`config.mk`:
```
export PLATFORM = sky130hd
export DESIGN_NAME = perf_counter_poller
export DESIGN_NICKNAME = d
export VERILOG_FILES = /design/src/rtl/perf_counter_pkg.sv /design/src/rtl/perf_counter_avm_port.sv /design/src/rtl/perf_counter_poller.sv
export SDC_FILE = /design/constraint.sdc
export NUM_CORES = 1
export LEC_CHECK = 0
export CAP_MARGIN = 10
export CORE_MARGIN = 3
export CORE_UTILIZATION = 45
export DETAILED_ROUTE_END_ITERATION = 7
export PLACE_DENSITY = 0.89
export SLEW_MARGIN = 20
export SYNTH_ARGS = -nofsm -noshare
export SYNTH_HDL_FRONTEND = slang
export SYNTH_SLANG_ARGS = --single-unit
```
`constraint.sdc`:
```
create_clock -name clk -period 2.1 [get_ports clk]
set_input_delay 0.42 -clock clk [delete_from_list [all_inputs] [get_ports clk]]
set_output_delay 0.42 -clock clk [all_outputs]
set_load 0.01 [all_outputs]
```
`src/rtl/perf_counter_pkg.sv`:
```
// perf_counter_pkg: shared encodings for the performance-counter poller.
// Command ops, slave word offsets, section stride and FSM states.
package perf_counter_pkg;

  typedef enum logic [1:0] {
    OP_START        = 2'd0,
    OP_STOP         = 2'd1,
    OP_SNAPSHOT     = 2'd2,
    OP_GLOBAL_RESET = 2'd3
  } cmd_op_e;

  localparam logic [1:0] OFS_TIME_LO = 2'd0;
  localparam logic [1:0] OFS_TIME_HI = 2'd1;
  localparam logic [1:0] OFS_EVENT   = 2'd2;

  localparam int SECTION_STRIDE = 4;

  typedef enum logic [2:0] {
    IDLE,
    WR,
    RD_REQ,
    RD_WAIT,
    RESULT
  } state_e;

  typedef enum logic [1:0] {
    RS_LO,
    RS_HI,
    RS_HI2,
    RS_EV
  } rd_step_e;

  typedef enum logic [1:0] {
    P_IDLE,
    P_ISSUE,
    P_WAIT
  } port_state_e;

  function automatic logic [1:0] step_ofs(input rd_step_e s);
    logic [1:0] ofs;
    unique case (s)
      RS_LO:         ofs = OFS_TIME_LO;
      RS_HI, RS_HI2: ofs = OFS_TIME_HI;
      default:       ofs = OFS_EVENT;
    endcase
    return ofs;
  endfunction

endpackage

```
`src/rtl/perf_counter_avm_port.sv`:
```
// perf_counter_avm_port: single-transaction Avalon-MM issue/wait engine.
// Latches one request on start, holds it through waitrequest, waits for read data.
module perf_counter_avm_port
  import perf_counter_pkg::*;
#(
  parameter int ADDR_W = 4
) (
  input  logic              clk,
  input  logic              reset,
  input  logic              start,
  input  logic              rnw,
  input  logic [ADDR_W-1:0] addr,
  input  logic [31:0]       wdata,
  output logic              accepted,
  output logic              rvalid,
  output logic [31:0]       rdata,
  output logic [ADDR_W-1:0] avm_address,
  output logic              avm_read,
  output logic              avm_write,
  output logic [31:0]       avm_writedata,
  input  logic [31:0]       avm_readdata,
  input  logic              avm_waitrequest,
  input  logic              avm_readdatavalid
);

  port_state_e       st_q, st_d;
  logic              rnw_q, rnw_d;
  logic [ADDR_W-1:0] addr_q, addr_d;
  logic [31:0]       wdata_q, wdata_d;

  always_comb begin
    st_d    = st_q;
    rnw_d   = rnw_q;
    addr_d  = addr_q;
    wdata_d = wdata_q;
    unique case (st_q)
      P_ISSUE: if (!avm_waitrequest) st_d = rnw_q ? P_WAIT : P_IDLE;
      P_WAIT:  if (avm_readdatavalid) st_d = P_IDLE;
      default: ;
    endcase
    // A new request may be chained onto the data-return cycle.
    if (start) begin
      st_d    = P_ISSUE;
      rnw_d   = rnw;
      addr_d  = addr;
      wdata_d = wdata;
    end
  end

  always_ff @(posedge clk) begin
    if (reset) begin
      st_q    <= P_IDLE;
      rnw_q   <= 1'b1;
      addr_q  <= '0;
      wdata_q <= '0;
    end else begin
      st_q    <= st_d;
      rnw_q   <= rnw_d;
      addr_q  <= addr_d;
      wdata_q <= wdata_d;
    end
  end

  assign accepted      = (st_q == P_ISSUE) && !avm_waitrequest;
  assign rvalid        = (st_q == P_WAIT) && avm_readdatavalid;
  assign rdata         = avm_readdata;
  assign avm_read      = !reset && (st_q == P_ISSUE) && rnw_q;
  assign avm_write     = !reset && (st_q == P_ISSUE) && !rnw_q;
  assign avm_address   = reset ? '0 : addr_q;
  assign avm_writedata = reset ? '0 : wdata_q;

endmodule

```
`src/rtl/perf_counter_poller.sv`:
```
// perf_counter_poller: command-driven Avalon-MM master for the perf-counter slave.
// Define PERF_COUNTER_POLLER_COHERENT_READ_EN for hi/lo/hi2 coherent time reads.
module perf_counter_poller
  import perf_counter_pkg::*;
#(
  parameter int NUM_SECTIONS = 4,
  parameter int ADDR_W       = 4,
  parameter int MAX_RETRY    = 3
) (
  input  logic              clk,
  input  logic              reset,
  input  logic              cmd_valid,
  output logic              cmd_ready,
  input  logic [1:0]        cmd_op,
  input  logic [1:0]        cmd_section,
  output logic              res_valid,
  input  logic              res_ready,
  output logic [1:0]        res_section,
  output logic [63:0]       res_time,
  output logic [31:0]       res_events,
  output logic              res_err,
  output logic [ADDR_W-1:0] avm_address,
  output logic              avm_read,
  output logic              avm_write,
  output logic [31:0]       avm_writedata,
  input  logic [31:0]       avm_readdata,
  input  logic              avm_waitrequest,
  input  logic              avm_readdatavalid
);

`ifdef PERF_COUNTER_POLLER_COHERENT_READ_EN
  localparam rd_step_e FIRST_STEP = RS_HI;
  localparam rd_step_e AFTER_LO   = RS_HI2;
  localparam rd_step_e AFTER_HI   = RS_LO;
  localparam int RETRY_W = (MAX_RETRY < 1) ? 1 : $clog2(MAX_RETRY + 1);
  logic [RETRY_W-1:0] retry_q, retry_d;
`else
  localparam rd_step_e FIRST_STEP = RS_LO;
  localparam rd_step_e AFTER_LO   = RS_HI;
  localparam rd_step_e AFTER_HI   = RS_EV;
  // Retry limit only matters for the coherent build.
  if (MAX_RETRY < 0) begin : g_bad_max_retry
  end
`endif

  state_e            st_q, st_d;
  rd_step_e          step_q, step_d;
  logic [1:0]        sec_q, sec_d;
  logic [31:0]       lo_q, lo_d;
  logic [31:0]       hi_q, hi_d;
  logic [31:0]       ev_q, ev_d;
  logic              err_q, err_d;
  logic              start;
  logic              rnw;
  logic [ADDR_W-1:0] addr;
  logic [31:0]       wdata;
  logic              accepted;
  logic              rvalid;
  logic [31:0]       rdata;
  logic              in_range;
  cmd_op_e           op;

  function automatic logic [ADDR_W-1:0] word_addr(
    input logic [1:0] sec,
    input logic [1:0] ofs
  );
    return ADDR_W'(int'(sec) * SECTION_STRIDE + int'(ofs));
  endfunction

  always_comb begin
    st_d      = st_q;
    step_d    = step_q;
    sec_d     = sec_q;
    lo_d      = lo_q;
    hi_d      = hi_q;
    ev_d      = ev_q;
    err_d     = err_q;
    start     = 1'b0;
    rnw       = 1'b1;
    addr      = word_addr(sec_q, step_ofs(step_q));
    wdata     = '0;
    cmd_ready = 1'b0;
    op        = cmd_op_e'(cmd_op);
    in_range  = int'(cmd_section) < NUM_SECTIONS;
`ifdef PERF_COUNTER_POLLER_COHERENT_READ_EN
    retry_d   = retry_q;
`endif
    unique case (st_q)
      IDLE: begin
        cmd_ready = !reset;
        if (cmd_valid && !reset) begin
          sec_d = cmd_section;
          unique case (1'b1)
            (op == OP_START), (op == OP_STOP): begin
              if (in_range) begin
                start = 1'b1;
                rnw   = 1'b0;
                addr  = word_addr(cmd_section,
                  (op == OP_START) ? OFS_TIME_HI : OFS_TIME_LO);
                st_d  = WR;
              end
            end
            (op == OP_GLOBAL_RESET): begin
              start = 1'b1;
              rnw   = 1'b0;
              addr  = '0;
              wdata = 32'd1;
              st_d  = WR;
            end
            (op == OP_SNAPSHOT): begin
              lo_d  = '0;
              hi_d  = '0;
              ev_d  = '0;
              err_d = !in_range;
`ifdef PERF_COUNTER_POLLER_COHERENT_READ_EN
              retry_d = '0;
`endif
              if (in_range) begin
                start  = 1'b1;
                step_d = FIRST_STEP;
                addr   = word_addr(cmd_section, step_ofs(FIRST_STEP));
                st_d   = RD_REQ;
              end else begin
                st_d = RESULT;
              end
            end
            default: ;
          endcase
        end
      end
      WR:     if (accepted) st_d = IDLE;
      RD_REQ: if (accepted) st_d = RD_WAIT;
      RD_WAIT: begin
        if (rvalid) begin
          start = 1'b1;
          st_d  = RD_REQ;
          case (step_q)
            RS_LO: begin
              lo_d   = rdata;
              step_d = AFTER_LO;
            end
            RS_HI: begin
              hi_d   = rdata;
              step_d = AFTER_HI;
            end
`ifdef PERF_COUNTER_POLLER_COHERENT_READ_EN
            RS_HI2: begin
              if (rdata == hi_q) begin
                step_d = RS_EV;
              end else begin
                hi_d = rdata;
                if (retry_q == RETRY_W'(MAX_RETRY)) begin
                  err_d  = 1'b1;
                  step_d = RS_EV;
                end else begin
                  retry_d = retry_q + 1'b1;
                  step_d  = RS_LO;
                end
              end
            end
`endif
            default: begin
              ev_d  = rdata;
              start = 1'b0;
              st_d  = RESULT;
            end
          endcase
          addr = word_addr(sec_q, step_ofs(step_d));
        end
      end
      RESULT: if (res_ready) st_d = IDLE;
      default: st_d = IDLE;
    endcase
  end

  always_ff @(posedge clk) begin
    if (reset) begin
      st_q   <= IDLE;
      step_q <= RS_LO;
      sec_q  <= '0;
      lo_q   <= '0;
      hi_q   <= '0;
      ev_q   <= '0;
      err_q  <= 1'b0;
    end else begin
      st_q   <= st_d;
      step_q <= step_d;
      sec_q  <= sec_d;
      lo_q   <= lo_d;
      hi_q   <= hi_d;
      ev_q   <= ev_d;
      err_q  <= err_d;
    end
  end

`ifdef PERF_COUNTER_POLLER_COHERENT_READ_EN
  always_ff @(posedge clk) begin
    if (reset) retry_q <= '0;
    else       retry_q <= retry_d;
  end
`endif

  assign res_valid   = !reset && (st_q == RESULT);
  assign res_section = reset ? '0 : sec_q;
  assign res_time    = reset ? '0 : {hi_q, lo_q};
  assign res_events  = reset ? '0 : ev_q;
  assign res_err     = !reset && err_q;

  perf_counter_avm_port #(
    .ADDR_W(ADDR_W)
  ) u_port (
    .clk               (clk),
    .reset             (reset),
    .start             (start),
    .rnw               (rnw),
    .addr              (addr),
    .wdata             (wdata),
    .accepted          (accepted),
    .rvalid            (rvalid),
    .rdata             (rdata),
    .avm_address       (avm_address),
    .avm_read          (avm_read),
    .avm_write         (avm_write),
    .avm_writedata     (avm_writedata),
    .avm_readdata      (avm_readdata),
    .avm_waitrequest   (avm_waitrequest),
    .avm_readdatavalid (avm_readdatavalid)
  );

endmodule

```
==> results.cfg <==
[placed_design]
gp_congestion = 0.856
dp_cells = 921
dp_hpwl_mm = 9.15
dpl_cell_area_sq_um = 7090
io_buffers = 148
dp_slack_ns = -0.365

[cells_and_area]
area_growth_pct = 44.7
diodes = 0
final_core_util_pct = 67.4
layout-drive-gt1-share_pct = 13.3
ff_latch_area_sq_um = 2220
nFillCells = 892
stdcell_count = 944
multi_input_area_sq_um = 2220
design_area_sq_um = 7370
finalNetCount = 846

[sta]
post-route-period-util_pct = 96.9
skew_ns = 0.00801
holdWs_ns = 0.466
max_freq_ghz = 0.492
setup_tns_ns = 0
finalHoldViolCount = 0
finalMaxSlewViolations = 0
fin_crit_ns = 2.03
worst_slack_ns = 0.0661
setup_violations = 0

[die]
pin_count = 181
row_count = 38
dieArea_sq_um = 12600
die_x_um = 112
die_h_um = 112
start_util_pct = 46.6
coreArea_sq_um = 10900

[clock_tree]
clkTransAtPathRegs_ns = 0.07
cts-root-buf = clkbuf_16
cts_tree = done
clock_path_buffers = 2
htreeDepth = 3
cts_hold_buf = 0
numCtsBuffers = 9
cts.sink_count = 111
clock_latency_ns = 0.33

[global_route]
grt_max_degree = 33
antenna_found_initial = 0
gr-total-overflow = 0
grt_usage_pct = 20.1
grt_pass1_vias = 4497
grt_pass1_wl_mm = 20.8

[yosys]
syn_area_sq_um = 5090
syn_inst = 591
yosys_warnings = 0
synth_seq_cells = 111
synth-edff-count = 0
async_flop_share_pct = 0
yosysSeqAreaShare_pct = 43.6
synth_ff_type = dfxtp_1
synth.distinct_cells = 41
synth_area_per_cell_sq_um = 8.62

[power_and_ir_drop]
power_density_nw_per_um2 = 579
p_leak_nw = 4.30
total_power_mw = 4.27
peakVddDrop_mv = 0.335

[drt]
routedWlPerCell_um = 13.7
vias = 4424
wl_mm = 13.0
viasPerCell = 4.69
antenna_left = 0
drc_errors = 0
firstDrtPassIters = 4
first_iter_violations = 221

[setup_path]
start_kind = primary input
worst-r2r-setup-slack_ns = 0.22
path_max_fanout = 26
worstPathArrival_ns = 1.61
required_ns = 1.68
critical_path_class = in2out
worstSetupEndpointType = output port

[flow_run]
cap_violations = 0

[min_path]
min_path_type = reg2reg

[run_status]
status = finished, final reports clean
## cells in the final DEF, fill, tap and decap left out, types with 2 or more instances in the layout
| cell | n |
|---|---|
| a21o_1 | 2 |
| a21oi_1 | 4 |
| a21oi_4 | 2 |
| a311oi_1 | 2 |
| buf_12 | 9 |
| buf_16 | 2 |
| buf_4 | 68 |
| clkbuf_16 | 9 |
| clkdlybuf4s50_1 | 45 |
| clkinv_4 | 2 |
| conb_1 | 32 |
| dfxtp_1 | 110 |
| dlygate4sd2_1 | 102 |
| ha_1 | 4 |
| inv_1 | 101 |
| inv_6 | 2 |
| mux2_2 | 2 |
| mux2i_1 | 100 |
| nand2_1 | 138 |
| nand2b_1 | 3 |
| nand3_1 | 10 |
| nand3b_1 | 2 |
| nor2_1 | 6 |
| nor2_2 | 2 |
| nor2b_1 | 6 |
| nor3_1 | 8 |
| o2111ai_1 | 2 |
| o21ai_0 | 3 |
| or3_1 | 3 |
## cell families after synthesis
kind of cell             count (synthesis)  share of synthesized area, %
AND/OR/NAND/NOR                        188                          15.9
buffers and inverters                  162                          15.6
flip-flops                             111                          43.6
multiplexers                           102                          20.1
AO/OA/AOI/OAI                           23                          3.73
adder cells (fa/ha/maj)                  4                         0.982
other                                    1                        0.0736
## cell type report
cell class / count / area share (%)
Timing Repair Buffer: 227 / 28.5
Sequential cell: 111 / 30.2
Multi-Input combinational cell: 349 / 30.1
Tap cell: 140 / 2.38
Clock buffer: 10 / 3.11
Clock inverter: 5 / 0.577
Inverter: 102 / 5.23
## worst paths after layout
| check | from | to | depth (start not counted) |
|---|---|---|---|
| worst min-delay path | ev_q[20] | ev_q[20] | 2 |
| worst max-delay path | reset | res_time[19] | 8 |
| worst min register to register | ev_q[20] | ev_q[20] | 2 |
| worst max register to register | step_q[0] | ev_q[14] | 7 |
## critical path: stages
cell	delay (ns)
clkdlybuf4s15_1	0.28
inv_4	0.07
buf_4	0.14
buf_12	0.12
buf_16	0.15
nand2_1	0.10
inv_1	0.05
dlygate4sd2_1	0.27
## power by group
part,internal (mW),switching (mW),total [mW]
registers,2.13,0.0244,2.16
clock network,0.813,0.762,1.57
logic,0.273,0.266,0.539
## layer usage
metal	part of all wire [%]	GRT usage, %	vias up
met2	50	36.1	124
met1	43	24.5	2094
met4	0.94	4.89	0
li1	-	-	2194
met5	0	0	-
met3	6.2	4.26	12
## synthesized netlist by cell type, drive strengths merged, types with 2 or more instances
cell type | instances | share of area [%]
buf | 44 | 6.9
nand3b | 2 | 0.29
a311oi | 2 | 0.34
a21oi | 6 | 1.0
ha | 4 | 0.98
inv | 102 | 7.5
nand2b | 3 | 0.37
mux2 | 2 | 0.44
mux2i | 100 | 20
nor3 | 8 | 0.79
dfxtp | 111 | 44
or3 | 4 | 0.59
nor2 | 8 | 0.59
o2111ai | 2 | 0.34
clkbuf | 16 | 1.2
a21o | 2 | 0.29
nand3 | 10 | 0.98
o21ai | 4 | 0.47
nor2b | 7 | 0.86
nand2 | 138 | 10
## timing repair
action | 4_1_cts | 5_1_grt
endpoints found under the setup margin | 107 | 35
cloned | 2 | 0
gates resized for setup | 108 | 3
buffers inserted | 3 | 3
## sequential cells by signal (all words and copies together) (netlist names)
| register | flops |
|---|---|
| st_q | 3 |
| ev_q | 32 |
| u_port.st_q | 2 |
| lo_q | 32 |
| u_port.wdata_q | 1 |
| step_q | 2 |
| hi_q | 32 |
| u_port.addr_q | 4 |
| sec_q | 2 |
| u_port.rnw_q | 1 |
Power figures use the tool's default switching activity.
